### config.mk
export PLATFORM = sky130hd
export DESIGN_NAME = rst_seq_gen
export DESIGN_NICKNAME = d
export VERILOG_FILES = /design/src/rtl/rst_seq_gen_pkg.sv /design/src/rtl/rst_seq_gen_sync2.sv /design/src/rtl/rst_seq_gen.sv
export SDC_FILE = /design/constraint.sdc
export NUM_CORES = 1
export LEC_CHECK = 0
export ABC_AREA = 1
export ABC_CLOCK_PERIOD_IN_PS = 2780
export BUFFER_PORTS_ARGS = -buffer_cell sky130_fd_sc_hd__buf_2
export CAP_MARGIN = 10
export CORE_MARGIN = 2
export CORE_UTILIZATION = 60
export CTS_BUF_LIST = sky130_fd_sc_hd__clkbuf_2 sky130_fd_sc_hd__clkbuf_4 sky130_fd_sc_hd__clkbuf_8
export DETAILED_ROUTE_END_ITERATION = 8
export MAX_ROUTING_LAYER = met4
export PLACE_DENSITY = 0.88
export SLEW_MARGIN = 20
export SYNTH_ARGS = -nofsm -noshare
export SYNTH_HDL_FRONTEND = slang
export SYNTH_SLANG_ARGS = --single-unit
### constraint.sdc
create_clock -name clk100 -period 2.78 [get_ports clk100]
set_input_delay 0.139 -clock clk100 [delete_from_list [all_inputs] [get_ports clk100]]
set_output_delay 0.139 -clock clk100 [all_outputs]
set_load 0.1 [all_outputs]
### src/rtl/rst_seq_gen_pkg.sv
// Shared definitions for the board reset sequencer: state encodings and
// constant-function helpers used for counter sizing.
package rst_seq_gen_pkg;

    typedef enum logic [1:0] {
        ST_HOLD    = 2'd0,
        ST_RELEASE = 2'd1,
        ST_RUN     = 2'd2
    } state_e;

    // Ceiling log2 with the same semantics as $clog2 (clog2(1) == 0).
    function automatic int unsigned clog2(input int unsigned value);
        int unsigned result;
        result = 0;
        while ((longint'(1) << result) < longint'(value)) begin
            result++;
        end
        return result;
    endfunction

    function automatic int unsigned max2(input int unsigned a, input int unsigned b);
        return (a > b) ? a : b;
    endfunction

endpackage

### src/rtl/rst_seq_gen_sync2.sv
// Parametrised-width two-flop synchroniser with asynchronous active-high reset.
module sync2 #(
    parameter int unsigned W = 1
) (
    input  logic         clk_i,
    input  logic         rst_i,
    input  logic [W-1:0] d_i,
    output logic [W-1:0] q_o
);

    logic [W-1:0] s1_q;
    logic [W-1:0] s2_q;

    // Two-stage capture of the asynchronous inputs into the clk_i domain.
    always_ff @(posedge clk_i or posedge rst_i) begin
        if (rst_i) begin
            s1_q <= '0;
            s2_q <= '0;
        end else begin
            s1_q <= d_i;
            s2_q <= s1_q;
        end
    end

    assign q_o = s2_q;

endmodule

### src/rtl/rst_seq_gen.sv
// Board-level reset sequencer: holds NCH reset channels through a cold
// period, releases them in order gated by per-channel ready inputs, and
// re-asserts on soft-reset requests or ready faults. Also generates a
// free-running one-cycle clock-enable pulse every CE_DIV cycles.
module rst_seq_gen
    import rst_seq_gen_pkg::*;
#(
    parameter int unsigned NCH          = 3,
    parameter int unsigned COLD_CYCLES  = 16384,
    parameter int unsigned STAGE_CYCLES = 256,
    parameter int unsigned CE_DIV       = 2,
    parameter int unsigned FAULT_ALL    = 1
) (
    input  logic                       clk100,
    input  logic                       sys_rst,
    input  logic                       req_rst,
    input  logic [NCH-1:0]             ready_in,
    output logic [NCH-1:0]             rst_out,
    output logic                       ce_out,
    output logic                       busy,
    output logic [$clog2(NCH+1)-1:0]   stage_idx
);

    localparam int unsigned IDX_W = clog2(NCH + 1);
    localparam int unsigned CNT_W = clog2(max2(COLD_CYCLES, STAGE_CYCLES) + 1);
    localparam int unsigned CE_W  = clog2(CE_DIV);

    localparam logic [CNT_W-1:0] COLD_LAST  = CNT_W'(COLD_CYCLES - 1);
    localparam logic [CNT_W-1:0] STAGE_LAST = CNT_W'(STAGE_CYCLES - 1);
    localparam logic [CE_W-1:0]  CE_LAST    = CE_W'(CE_DIV - 1);
    localparam logic [IDX_W-1:0] IDX_LAST   = IDX_W'(NCH - 1);

    // Synchronised inputs
    logic [NCH:0]     sync_w;
    logic             rs;
    logic [NCH-1:0]   rdy_s;

    // Sequencer state
    state_e           state_q, state_d;
    logic [CNT_W-1:0] cnt_q, cnt_d;
    logic [IDX_W-1:0] idx_q, idx_d;
    logic [NCH-1:0]   rst_q, rst_d;
    logic             busy_q, busy_d;

    // Clock-enable generator
    logic [CE_W-1:0]  ce_cnt_q, ce_cnt_d;
    logic             ce_q, ce_d;

    // Fault detection / current channel readiness
    logic             fault;
    logic [IDX_W-1:0] fault_j;
    logic             cur_rdy;

    sync2 #(
        .W(NCH + 1)
    ) u_sync (
        .clk_i (clk100),
        .rst_i (sys_rst),
        .d_i   ({req_rst, ready_in}),
        .q_o   (sync_w)
    );

    assign rs    = sync_w[NCH];
    assign rdy_s = sync_w[NCH-1:0];

    // Lowest already-released channel whose ready has dropped, and the
    // synchronised ready of the channel currently awaiting release.
    always_comb begin
        fault   = 1'b0;
        fault_j = '0;
        cur_rdy = 1'b0;
        for (int unsigned j = 0; j < NCH; j++) begin
            if (!fault && (IDX_W'(j) < idx_q) && !rdy_s[j]) begin
                fault   = 1'b1;
                fault_j = IDX_W'(j);
            end
            if (IDX_W'(j) == idx_q) begin
                cur_rdy = rdy_s[j];
            end
        end
    end

    // Next-state logic: soft request beats fault, fault beats normal release.
    always_comb begin
        state_d = state_q;
        cnt_d   = cnt_q;
        idx_d   = idx_q;
        rst_d   = rst_q;

        if (state_q == ST_HOLD) begin
            rst_d = '1;
            if (rs) begin
                cnt_d = '0;
            end else if (cnt_q == COLD_LAST) begin
                state_d = ST_RELEASE;
                cnt_d   = '0;
                idx_d   = '0;
            end else begin
                cnt_d = cnt_q + 1'b1;
            end
        end else begin
            if (rs || (fault && (FAULT_ALL != 0))) begin
                state_d = ST_HOLD;
                cnt_d   = '0;
                idx_d   = '0;
                rst_d   = '1;
            end else if (fault) begin
                state_d = ST_RELEASE;
                cnt_d   = '0;
                idx_d   = fault_j;
                for (int unsigned k = 0; k < NCH; k++) begin
                    if (IDX_W'(k) >= fault_j) begin
                        rst_d[k] = 1'b1;
                    end
                end
            end else if (state_q == ST_RELEASE) begin
                if (cnt_q == STAGE_LAST) begin
                    if (cur_rdy) begin
                        for (int unsigned k = 0; k < NCH; k++) begin
                            if (IDX_W'(k) == idx_q) begin
                                rst_d[k] = 1'b0;
                            end
                        end
                        idx_d = idx_q + 1'b1;
                        cnt_d = '0;
                        if (idx_q == IDX_LAST) begin
                            state_d = ST_RUN;
                        end
                    end
                end else begin
                    cnt_d = cnt_q + 1'b1;
                end
            end
        end

        busy_d = |rst_d;
    end

    // Sequencer registers; every output comes straight from a flop.
    always_ff @(posedge clk100 or posedge sys_rst) begin
        if (sys_rst) begin
            state_q <= ST_HOLD;
            cnt_q   <= '0;
            idx_q   <= '0;
            rst_q   <= '1;
            busy_q  <= 1'b1;
        end else begin
            state_q <= state_d;
            cnt_q   <= cnt_d;
            idx_q   <= idx_d;
            rst_q   <= rst_d;
            busy_q  <= busy_d;
        end
    end

    // Free-running divider; pulse is registered alongside the count it reflects.
    always_comb begin
        ce_cnt_d = (ce_cnt_q == CE_LAST) ? '0 : ce_cnt_q + 1'b1;
        ce_d     = (ce_cnt_d == CE_LAST);
    end

    // Clock-enable registers, cleared only by the board reset.
    always_ff @(posedge clk100 or posedge sys_rst) begin
        if (sys_rst) begin
            ce_cnt_q <= '0;
            ce_q     <= 1'b0;
        end else begin
            ce_cnt_q <= ce_cnt_d;
            ce_q     <= ce_d;
        end
    end

    assign rst_out   = rst_q;
    assign busy      = busy_q;
    assign stage_idx = idx_q;
    assign ce_out    = ce_q;

endmodule

; ---- Yosys cells after proc, flatten, opt, wreduce, memory -nomap -nowiden
; Index checks and enable logic that the tools add are counted.
; W data, S select, Z words.
[totals]
ff_bits = 32
in_bits = 6
out_inout_bits = 7
[classes]
addsub = 3
magnitude_cmp = 6
n_eq_ne = 9
mux = 46
reduce_logical = 21
[ops]
columns = op, n
row1 = $mux W15, 8
row2 = $mux W2, 18
row3 = $mux W3, 6
row4 = $reduce_bool A4 Y1, 4
row5 = $add A15 B1 Y15 const B, 1
row6 = $eq A15 B14 Y1 const B, 1
row7 = $eq A15 B8 Y1 const B, 1
row8 = $mux W1, 14
row9 = $reduce_and A6 Y1, 1
row10 = $logic_and A1 B1 Y1, 5
row11 = $logic_not A1 Y1, 5
row12 = $ne A5 B5 Y1 const B, 1
row13 = $reduce_and A5 Y1, 1
row14 = $ge A1 B2 Y1 const A, 2
row15 = $logic_not A2 Y1, 2
row16 = $lt A1 B2 Y1 const A, 2
row17 = $reduce_or A3 Y1, 1
row18 = $add A2 B1 Y2 const B, 1
row19 = $eq A1 B2 Y1 const A, 1
row20 = $eq A2 B1 Y1 const B, 1
row21 = $eq A2 B2 Y1 const A, 1
row22 = $eq A2 B2 Y1 const B, 1
row23 = $ge A2 B2 Y1 const A, 1
row24 = $lt A2 B2 Y1 const A, 1
row25 = other kinds (5), 5

; ---- Longest topological paths before layout
; Gate-level depths: netlist of the first run.
[depth]
ltp_word = 17
depth_mapped = 12
depth_no_buf = 12

; ---- By module
; A second synthesis of the first run with hierarchy kept.
[hier_totals]
hier_cells = 247
hier_area_um2 = 1900.6
[by_module_without_submodules]
columns = module, n_inst, cells_each, area_per_inst_um2, seq_area_each_um2
row1 = rst_seq_gen, 1, 238, 1696.6, 605.6
row2 = sync2, 1, 9, 203.9, 200.2

; ---- Least setup slack after synthesis of the first run
; OpenSTA, ideal clock, no wires.
[synth_timing]
kind = reg2reg
start = register idx_q[0], in the netlist stage_idx[0]
end = register cnt_q[12]
setup_ns = 0.113
t_arrival_ns = 2.330
required_ns = 2.667
path_slack_ns = 0.337
stages_incl_launch_ff = 12
path_buffers = 1
synth_period_minus_slack_ns = 2.443
path_cell_list = dfrtp_1 inv_1 ha_1 nor2_1 a21oi_2 nand3_2 nor2_4 a21oi_4 buf_6 o21ai_2 nand2_1 inv_1
[synth_between]
elab_chain_cells = 14
word_cells_on_any_way = 26
classes_between = order compare (3) / eq/ne (3) / mux (9) / reduce/logical (11)
[synth_rtl]
columns = element, line
row1 = start: declaration, rst_seq_gen.sv:41  ; logic [IDX_W-1:0] idx_q, idx_d;
row2 = start signal: assignment, rst_seq_gen.sv:150  ; idx_q <= idx_d;
row3 = $lt A1 B2 Y1, rst_seq_gen.sv:73  ; if (!fault && (IDX_W'(j) < idx_q) && !rdy_s[j]) begin
row4 = $logic_and A1 B1 Y1, rst_seq_gen.sv:73
row5 = $mux W1, rst_seq_gen.sv:73
row6 = $logic_not A1 Y1, rst_seq_gen.sv:73
row7 = $logic_and A1 B1 Y1 (2 in series), rst_seq_gen.sv:73
row8 = $mux W1, rst_seq_gen.sv:73
row9 = $logic_not A1 Y1, rst_seq_gen.sv:73
row10 = $logic_and A1 B1 Y1 (2 in series), rst_seq_gen.sv:73
row11 = $mux W1, rst_seq_gen.sv:73
row12 = $logic_or A1 B1 Y1 / $mux W15 (equally long branches), "rst_seq_gen.sv:102, rst_seq_gen.sv:107"
row13 = "$ne A5 B5 Y1 (no source line), or another cell as far along", n/a
row14 = $reduce_and A2 Y1 (no source line) / $mux W15 (equally long branches), n/a
row15 = end signal: assignment, rst_seq_gen.sv:149  ; cnt_q <= cnt_d;
row16 = end: declaration, rst_seq_gen.sv:40  ; logic [CNT_W-1:0] cnt_q, cnt_d;
; Several ways; a longest one is shown, not always the timed one.
; A chain may end at the register's enable or synchronous reset.

; ---- Final worst setup path of the first run
[layout_timing]
start = register idx_q[0], in the netlist stage_idx[0]
end = register cnt_q[8]
; Same word-level chain as after synthesis.

==> out/results.ini, run 1 <==
[outcome]
status = complete, no violations

[synth]
ys_seq_area_share_pct = 40.28
syn_nets = 277
synth_cell_type_count = 35
synth_edf_count = 0
synthTopCellsByArea = dfrtp_1 35%, nand2_1 14%, nor2_1 6.2%
synth_top_area_share_pct = 35.02
synth_xor_area_share_pct = 1.751
synth_ff_type = dfrtp_1
synth.area.mux_share_pct = 0
synth_seq_cells = 32
synthSimpleGateAreaFrac_pct = 38.02
synth_fa_ha_area_share_pct = 3.127
synth_top_family_by_area = simple AND/OR/NAND/NOR gates
synthArstFlopShare_pct = 100.0
synthesis.area_um2 = 2001
yosys_warnings = 0
yosysTopAreaCell = dfrtp_1
avgSynthCellArea_um2 = 7.521
synth-compound-area-share_pct = 8.755
synthesis.instances = 266

[power_and_ir_drop]
ir_drop_mv = 0.3493
powerDensity_nw_per_um2 = 413.2
clkPwrFrac_pct = 43.1
leakage_uw = 0.001105
combPwrFrac_pct = 4.7
p_sw_uw = 197.5
switching_share_pct = 21.31
p_int_uw = 729.0
pwr-share-seq_pct = 52.2

[global_routing]
grt_max_degree = 33
grt_pass1_wl_mm = 7.769
overflow = 0
grt_pass1_vias = 1721
antenna_found_initial = 0
grt_use_total_pct = 29.27

[clock_tree]
cts_hold_buf = 5
path_clk_slew_ns = 0.11
cts_buffer_depth = 2
postCtsSetupBuffers = 0
cts_resized = 0
cts_sinks = 32
cts_buffers = 5
clk_latency_ns = 0.34
tritoncts = done
cts_max_level = 2
clockRootBuffer = clkbuf_4

[critical_path]
slowest_delay_ns = 0.44
rr_endpoint = cnt_q[8]
cp.required_ns = 3.01
crit_slowest_cell = dfrtp_1
cp_cell_sequence = inv_1 > ha_1 > nor2_1 > a21oi_2 > nand3_2 > nor2_4 > nand2_1 > nand2_1 > o21bai_1 > nand2_1 > nor2_1
crit_path_start_kind = flop
worst_setup_path_end_kind = flop
criticalPathCategory = flop to flop
crit_start = stage_idx[0]
crit_top_cell = nand2_1
r2r_slack_ns = 0.70
worstRegToRegCells = 11
r2r_start = stage_idx[0]
crit_path_max_fanout = 11
arrival_ns = 2.31

[layout]
layout_commonest_cell = nand2_1
n_antenna_cell = 0
drive_gt1_share_pct = 19.03
mostFrequentLayoutCells = 76 x nand2_1, 33 x nor2_1, 30 x inv_1, 28 x dfrtp_1, 17 x nand3_1
area_growth_pct = 12.07
final_util_pct = 72.26
final_nets = 299

[sta]
drv_slew = 0
rsz0062_at_grt = no
hold_violations = 0
fin_crit_sh_pct = 74.72
fin_skew_ns = 0.01663
fin_tns_setup_ns = 0
setup_viol = 0
relSlewSlack_pct = 67.86
post-route-min-period_ns = 2.077
worst_pin_slew_ns = 0.4811
max_freq_mhz = 481.4

[detailed_routing]
vias = 1824
ant_nets = 0
drt-vias-per-instance = 5.477
routed_wl_mm = 4.578
drt_iter0_markers = 142
wl_per_cell_um = 13.75
drc = 0
drt-pass1-iter-count = 8

[worst_hold_path]
hold_start = u_sync.s1_q[2]
holdPathEnd = u_sync.q_o[2]
hold_class = flop to flop
hold_depth = 0

[die]
rows = 20
core_um2 = 3103
dieArea_um2 = 3812
start_util_pct = 64.48
io_pins = 13
dieWidth_um = 61.75
die_h_um = 61.75

[place]
gp_congestion = 0.9383
port_buffers = 12
hpwl_mm = 3.269

[job]
drv_cap = 0

-- power groups by stage --
stage | combinational (µW) | clock (µW) | sequential (µW)
2_1_floorplan | 26.3 | 0 | 489
3_3_place_gp | 36.2 | 0 | 491
3_5_place_dp | 37.1 | 0 | 492
4_1_cts | 42.8 | 406 | 483
5_1_grt | 50.0 | 420 | 484
6_report | 43.7 | 400 | 483
-- final cells by class --
| class | instances | area [µm²] |
|---|---|---|
| sequential | 32 | 805.8 |
| fill | 255 | 860.8 |
| multi-input combinational | 195 | 1033 |
| timing repair buffer | 18 | 117.6 |
| clock inverter | 1 | 30.03 |
| clock buffer | 7 | 65.06 |
| tap | 44 | 55.05 |
| inverter | 36 | 135.1 |
-- sequential cells by signal (all words and copies together) (netlist names) --
register,count
cnt_q,15
u_sync.q_o,4
u_sync.s1_q,4
rst_out,3
stage_idx,2
state_q,2
busy,1
ce_out,1
-- per-stage QoR --
stage          hold WS (ns)  instance area (µm²)  cells  power (µW)  setup slack (ns)
2_1_floorplan        0.1704                 2001    266       515.5            0.3373
3_3_place_gp         0.2300                 2097    320       527.3            0.8439
3_5_place_dp         0.2343                 2097    320       528.6            0.7664
4_1_cts              0.3590                 2242    333       931.8            0.7404
5_1_grt              0.3551                 2242    333       954.1            0.5202
6_report             0.3539                 2242    333       926.5            0.7027
-- synth_stat cells (3+ instances only) --
cell,count
ha_1,5
nand2_1,76
o21ai_2,3
dfrtp_1,28
nand3_1,17
nand2_2,9
inv_2,4
o21ai_0,5
nor2_2,3
dfstp_2,4
nand3_2,3
nand4_1,10
nor2_1,33
inv_1,30
o21ai_1,7
xor2_1,4
-- critical path: cells and delay by family, from the launching register on --
| family | cells | cell delay [ns] |
|---|---|---|
| AND/OR/NAND/NOR | 7 | 0.97 |
| flip-flops | 1 | 0.44 |
| AO/OA/AOI/OAI | 2 | 0.26 |
| adder cells (fa/ha/maj) | 1 | 0.20 |
| buffers and inverters | 1 | 0.12 |
-- metal layers --
metal  part of all wire, %  track usage (%)
met1                    42            39.05
met2                    48            45.11
met3                   8.1            6.625
met4                   1.4            8.511
met5                     0                -
-- cell families (layout without fill, tap and decap cells) --
kind of cell,Yosys count,after routing
buf+inv,39,62
xor+xnor,4,4
simple gates,160,160
compound gates,26,26
flops,32,32
fa+ha+maj,5,5
-- how the worst max path moves through the flow --
stage | to | depth (start not counted)
global placement | cnt_q[8] | 11
CTS | cnt_q[8] | 11
detailed placement | cnt_q[8] | 11
floorplan | cnt_q[12] | 11
global route | cnt_q[9] | 11
finish | cnt_q[8] | 11
No activity file was read; power rests on OpenSTA's default activity.
==> inputs of run 2 (changes only) <==
--- a/config.mk
+++ b/config.mk
@@ -6,7 +6,7 @@
 export NUM_CORES = 1
 export LEC_CHECK = 0
 export ABC_AREA = 1
-export ABC_CLOCK_PERIOD_IN_PS = 2780
+export ABC_CLOCK_PERIOD_IN_PS = 2170
 export BUFFER_PORTS_ARGS = -buffer_cell sky130_fd_sc_hd__buf_2
 export CAP_MARGIN = 10
 export CORE_MARGIN = 2
==> constraint.sdc (replaced) <==
create_clock -name clk100 -period 2.17 [get_ports clk100]
set_input_delay 0.1085 -clock clk100 [delete_from_list [all_inputs] [get_ports clk100]]
set_output_delay 0.1085 -clock clk100 [all_outputs]
set_load 0.1 [all_outputs]
==> out/results.ini, run 2 (synthesized netlist as in run 1, its figures left out) <==
[power_and_ir_drop]
finalPower_uw = 1077
p_int_uw = 831.2
switching_share_pct = 22.82
powerDensity_nw_per_um2 = 474.0
combPwrFrac_pct = 5.2
pwr-share-seq_pct = 57.4
clkPwrFrac_pct = 37.4
p_sw_uw = 245.7
leakage_uw = 0.001120
ir_drop_mv = 0.4520

[critical_path]
arrival_ns = 2.19
crit_slowest_cell = dfrtp_2
worst-path-buf-inv = 3
cp_top_family = simple AND/OR/NAND/NOR gates
slowest_delay_ns = 0.44
cp.required_ns = 2.41
criticalPathCategory = flop to flop
worst_setup_path_end_kind = flop
crit_path_max_fanout = 8
cp_cell_sequence = inv_1 > ha_1 > nor2_1 > a21oi_2 > nand3_2 > nor2_4 > a21oi_4 > buf_12 > buf_4 > nand2_1 > o21ai_2
crit_path_start_kind = flop
r2r_slack_ns = 0.22

[layout]
layout_commonest_cell = nand2_1
final_nets = 304
final_area_um2 = 2272
layout.cells.non_filler = 338
regMostFlops = cnt_q
area_growth_pct = 13.57
n_antenna_cell = 0
drive_gt1_share_pct = 21.09
largest_reg_flops = 15
mostFrequentLayoutCells = 76 x nand2_1, 33 x nor2_1, 30 x inv_1, 26 x dfrtp_1, 17 x nand3_1

[sta]
hold_violations = 0
worst_pin_slew_ns = 0.7332
rsz0062_at_grt = no
fin_tns_setup_ns = 0
drv_slew = 0
post-route-min-period_ns = 1.947
relSlewSlack_pct = 51.07
fin_skew_ns = 0.01205
hold_ws_ns = 0.3550
max_freq_mhz = 513.6
setup_viol = 0
fin_crit_sh_pct = 89.72

[clock_tree]
path_clk_slew_ns = 0.10
cts_resized = 0
cts_buffer_depth = 2
cts_buffers = 5
cts_max_level = 2
clockRootBuffer = clkbuf_4
cts_sinks = 32
clk_latency_ns = 0.34
tritoncts = done

[global_routing]
antenna_found_initial = 0
grt_pass1_vias = 1650
grt_max_degree = 22
grt_pass1_wl_mm = 7.272
overflow = 0
grt_use_total_pct = 27.31

[detailed_routing]
drt-vias-per-instance = 5.393
drt_iter0_markers = 166
routed_wl_mm = 4.396
ant_nets = 0
drc = 0
vias = 1823
drt-pass1-iter-count = 4
wl_per_cell_um = 13.01

[place]
hpwl_mm = 3.320
gp_congestion = 0.9310
place_area_um2 = 2115
placed_cells = 322
port_buffers = 12

[die]
dieArea_um2 = 3812
die_h_um = 61.75
core_um2 = 3103
io_pins = 13
dieWidth_um = 61.75
rows = 20
start_util_pct = 64.48

[outcome]
status = complete, no violations

[worst_hold_path]
hold_class = flop to flop

[job]
drv_cap = 0

run 2: cell count changes in the layout (fill, tap and decap cells not counted), sizes merged:
cell	change
buf	+5
bufinv	-1
clkbuf	+1
run 2: repair_timing:
action / CTS / global route
hold endpoints to repair: 20 / 0
hold buffers: 5 / 0
setup buffers: 0 / 3
endpoints found under the setup margin: 0 / 4
run 2: per-stage QoR:
stage	worst slack, ns	util, %
2_1_floorplan	0.05114	-
3_3_place_gp	0.2514	68.15
3_5_place_dp	0.1657	68.15
4_1_cts	0.1499	72.10
5_1_grt	0.001309	73.23
6_report	0.2231	73.23
run 2: worst paths after layout:
kind	start	end	cells after the start
setup reg to reg	stage_idx[0]	cnt_q[3]	11
max in group asynchronous	sys_rst	cnt_q[4]	4
min in group asynchronous	sys_rst	cnt_q[13]	3
hold reg to reg	u_sync.s1_q[0]	u_sync.q_o[0]	0
setup / recovery	stage_idx[0]	cnt_q[3]	11
hold / removal	u_sync.s1_q[0]	u_sync.q_o[0]	0
run 2: cell type report:
cell class / instances / area [µm²]
clock buffer: 8 / 72.57
fill: 264 / 830.8
inverter: 36 / 135.1
multi-input combinational: 195 / 1033
sequential: 32 / 808.3
tap: 44 / 55.05
timing repair buffer: 23 / 167.7
run 2: layer usage:
| metal | GRT usage [%] | share of wire, % |
|---|---|---|
| met5 | - | 0 |
| met4 | 7.295 | 1.4 |
| met3 | 6.211 | 4.5 |
| met2 | 45.41 | 51 |
| met1 | 33.69 | 43 |
run 2: power by group through the flow:
stage	Combinational [µW]	Sequential (µW)	Clock [µW]
6_report	55.6	618	403
2_1_floorplan	33.7	627	0
3_3_place_gp	47.1	629	0
5_1_grt	64.4	619	437
4_1_cts	55.4	618	410
3_5_place_dp	48.5	630	0
==> inputs of run 3 (changes only) <==
--- a/config.mk
+++ b/config.mk
@@ -10,11 +10,11 @@
 export BUFFER_PORTS_ARGS = -buffer_cell sky130_fd_sc_hd__buf_2
 export CAP_MARGIN = 10
 export CORE_MARGIN = 2
-export CORE_UTILIZATION = 60
+export CORE_UTILIZATION = 35
 export CTS_BUF_LIST = sky130_fd_sc_hd__clkbuf_2 sky130_fd_sc_hd__clkbuf_4 sky130_fd_sc_hd__clkbuf_8
 export DETAILED_ROUTE_END_ITERATION = 8
 export MAX_ROUTING_LAYER = met4
-export PLACE_DENSITY = 0.88
+export PLACE_DENSITY = 0.6
 export SLEW_MARGIN = 20
 export SYNTH_ARGS = -nofsm -noshare
 export SYNTH_HDL_FRONTEND = slang
==> out/results.ini, run 3 (synthesized netlist as in run 1, its figures left out) <==
[outcome]
status = complete, no violations

[critical_path]
cp.required_ns = 2.35
cp_top_family = simple AND/OR/NAND/NOR gates
criticalPathCategory = flop to flop
crit_slowest_cell = dfrtp_2
cp_cell_sequence = inv_1 > ha_1 > nor2_1 > a21oi_2 > nand2_1 > nor2_2 > a21oi_4 > buf_4 > buf_4 > nand2_1 > nand2_1
crit_path_start_kind = flop
worst-path-buf-inv = 3
crit_top_cell = nand2_1
crit_path_max_fanout = 16
arrival_ns = 2.17
worst_setup_path_end_kind = flop
slowest_delay_ns = 0.44

[die]
rows = 27
dieWidth_um = 79.61
dieArea_um2 = 6337
io_pins = 13
die_h_um = 79.61
core_um2 = 5507
start_util_pct = 36.33

[clock_tree]
tritoncts = done
clockRootBuffer = clkbuf_8
clk_latency_ns = 0.29
cts_sinks = 32
cts_buffer_depth = 2
cts_buffers = 5
cts_max_level = 2
path_clk_slew_ns = 0.07

[global_routing]
grt_pass1_wl_mm = 7.907
grt_max_degree = 33
grtUsageMet1_pct = 21.70
use_met2_pct = 25.46
antenna_found_initial = 0
grt_busiest_layer = met2
grt_use_total_pct = 16.77
grt_pass1_vias = 1680
overflow = 0
met3_usage_pct = 3.054

[power_and_ir_drop]
pwr-share-seq_pct = 54.0
switching_share_pct = 25.35
finalPower_uw = 1145
p_int_uw = 855.0
p_sw_uw = 290.4
ir_drop_mv = 0.3467
powerDensity_nw_per_um2 = 494.9
combPwrFrac_pct = 4.7
clkPwrFrac_pct = 41.3
leakage_uw = 0.001105

[detailed_routing]
drt-vias-per-instance = 4.832
drt_iter0_markers = 124
drc = 0
ant_nets = 0
wl_per_cell_um = 12.35
vias = 1759
routed_wl_mm = 4.494
drt-pass1-iter-count = 4

[sta]
fin_skew_ns = 0.008238
worst_pin_slew_ns = 0.4711
post-route-min-period_ns = 1.989
hold_violations = 0
relSlewSlack_pct = 68.26
max_freq_mhz = 502.8
fin_crit_sh_pct = 91.65
setup_ws_ns = 0.1812
drv_slew = 0
rsz0062_at_grt = no
fin_tns_setup_ns = 0
setup_viol = 0

[layout]
final_nets = 302
drive_gt1_share_pct = 20.89
layout_commonest_cell = nand2_1
layout.cells.non_filler = 364
n_antenna_cell = 0
regMostFlops = cnt_q
area_growth_pct = 15.70
final_area_um2 = 2315
largest_reg_flops = 15
fillers = 566
mostFrequentLayoutCells = 75 x nand2_1, 33 x nor2_1, 30 x inv_1, 26 x dfrtp_1, 17 x nand3_1

[job]
drv_cap = 0

[place]
gp_congestion = 0.8854
port_buffers = 12
placed_cells = 351
place_area_um2 = 2157
pre_cts_ws_ns = 0.1010
hpwl_mm = 3.326

[worst_hold_path]
hold_class = flop to flop

==> run 3: cell count changes in the layout (fill, tap and decap cells not counted), sizes merged <==
cell / change
clkbuf: -3
clkinvlp: +2
buf: -2
clkinv: +1
==> run 3: final cells by class <==
type	count	area, µm²	area share (%)
inverter	36	135.1	5.838
multi-input combinational	195	1049	45.30
sequential	32	808.3	34.92
clock buffer	5	68.82	2.973
timing repair buffer	21	140.1	6.054
tap	72	90.09	3.892
clock inverter	3	23.77	1.027
==> run 3: final timing paths <==
path / start / end / slack, ns / cells after the start
worst max-delay path: stage_idx[0] / cnt_q[4] / 0.18 / 11
worst min-delay path: u_sync.s1_q[0] / u_sync.q_o[0] / 0.35 / 0
worst max register to register: stage_idx[0] / cnt_q[4] / 0.18 / 11
worst min register to register: u_sync.s1_q[0] / u_sync.q_o[0] / 0.35 / 0
max in group asynchronous: sys_rst / rst_out[2] / 1.42 / 4
min in group asynchronous: sys_rst / cnt_q[2] / 0.43 / 4
==> run 3: power by group through the flow <==
stage                     logic (µW)  clock network, µW  registers, µW
after CTS                       55.7                492            618
after detailed placement        48.7                  0            629
after floorplan                 33.7                  0            627
after global routing            63.5                515            620
final                           54.4                473            618
after global placement          48.2                  0            629
==> run 3: routing by layer <==
layer | vias up | routed length [µm]
li1 | 900 | -
met1 | 813 | 2216
met2 | 36 | 1995
met3 | 10 | 155
met4 | 0 | 127
met5 | - | 0
==> run 3: what timing repair did <==
| action | CTS | global route |
|---|---|---|
| hold buffers | 5 | 0 |
| buffers inserted | 0 | 0 |
| endpoints found under the hold margin | 32 | 0 |
| setup endpoints to repair | 0 | 9 |
| resized for setup | 0 | 3 |
==> run 3: per-stage QoR <==
step                util [%]  hold slack (ns)
finish                 42.04           0.3529
global route           42.04           0.3606
CTS                    41.76           0.3568
detailed placement     39.17           0.2179
global placement       39.17           0.2108
floorplan                  -           0.1399
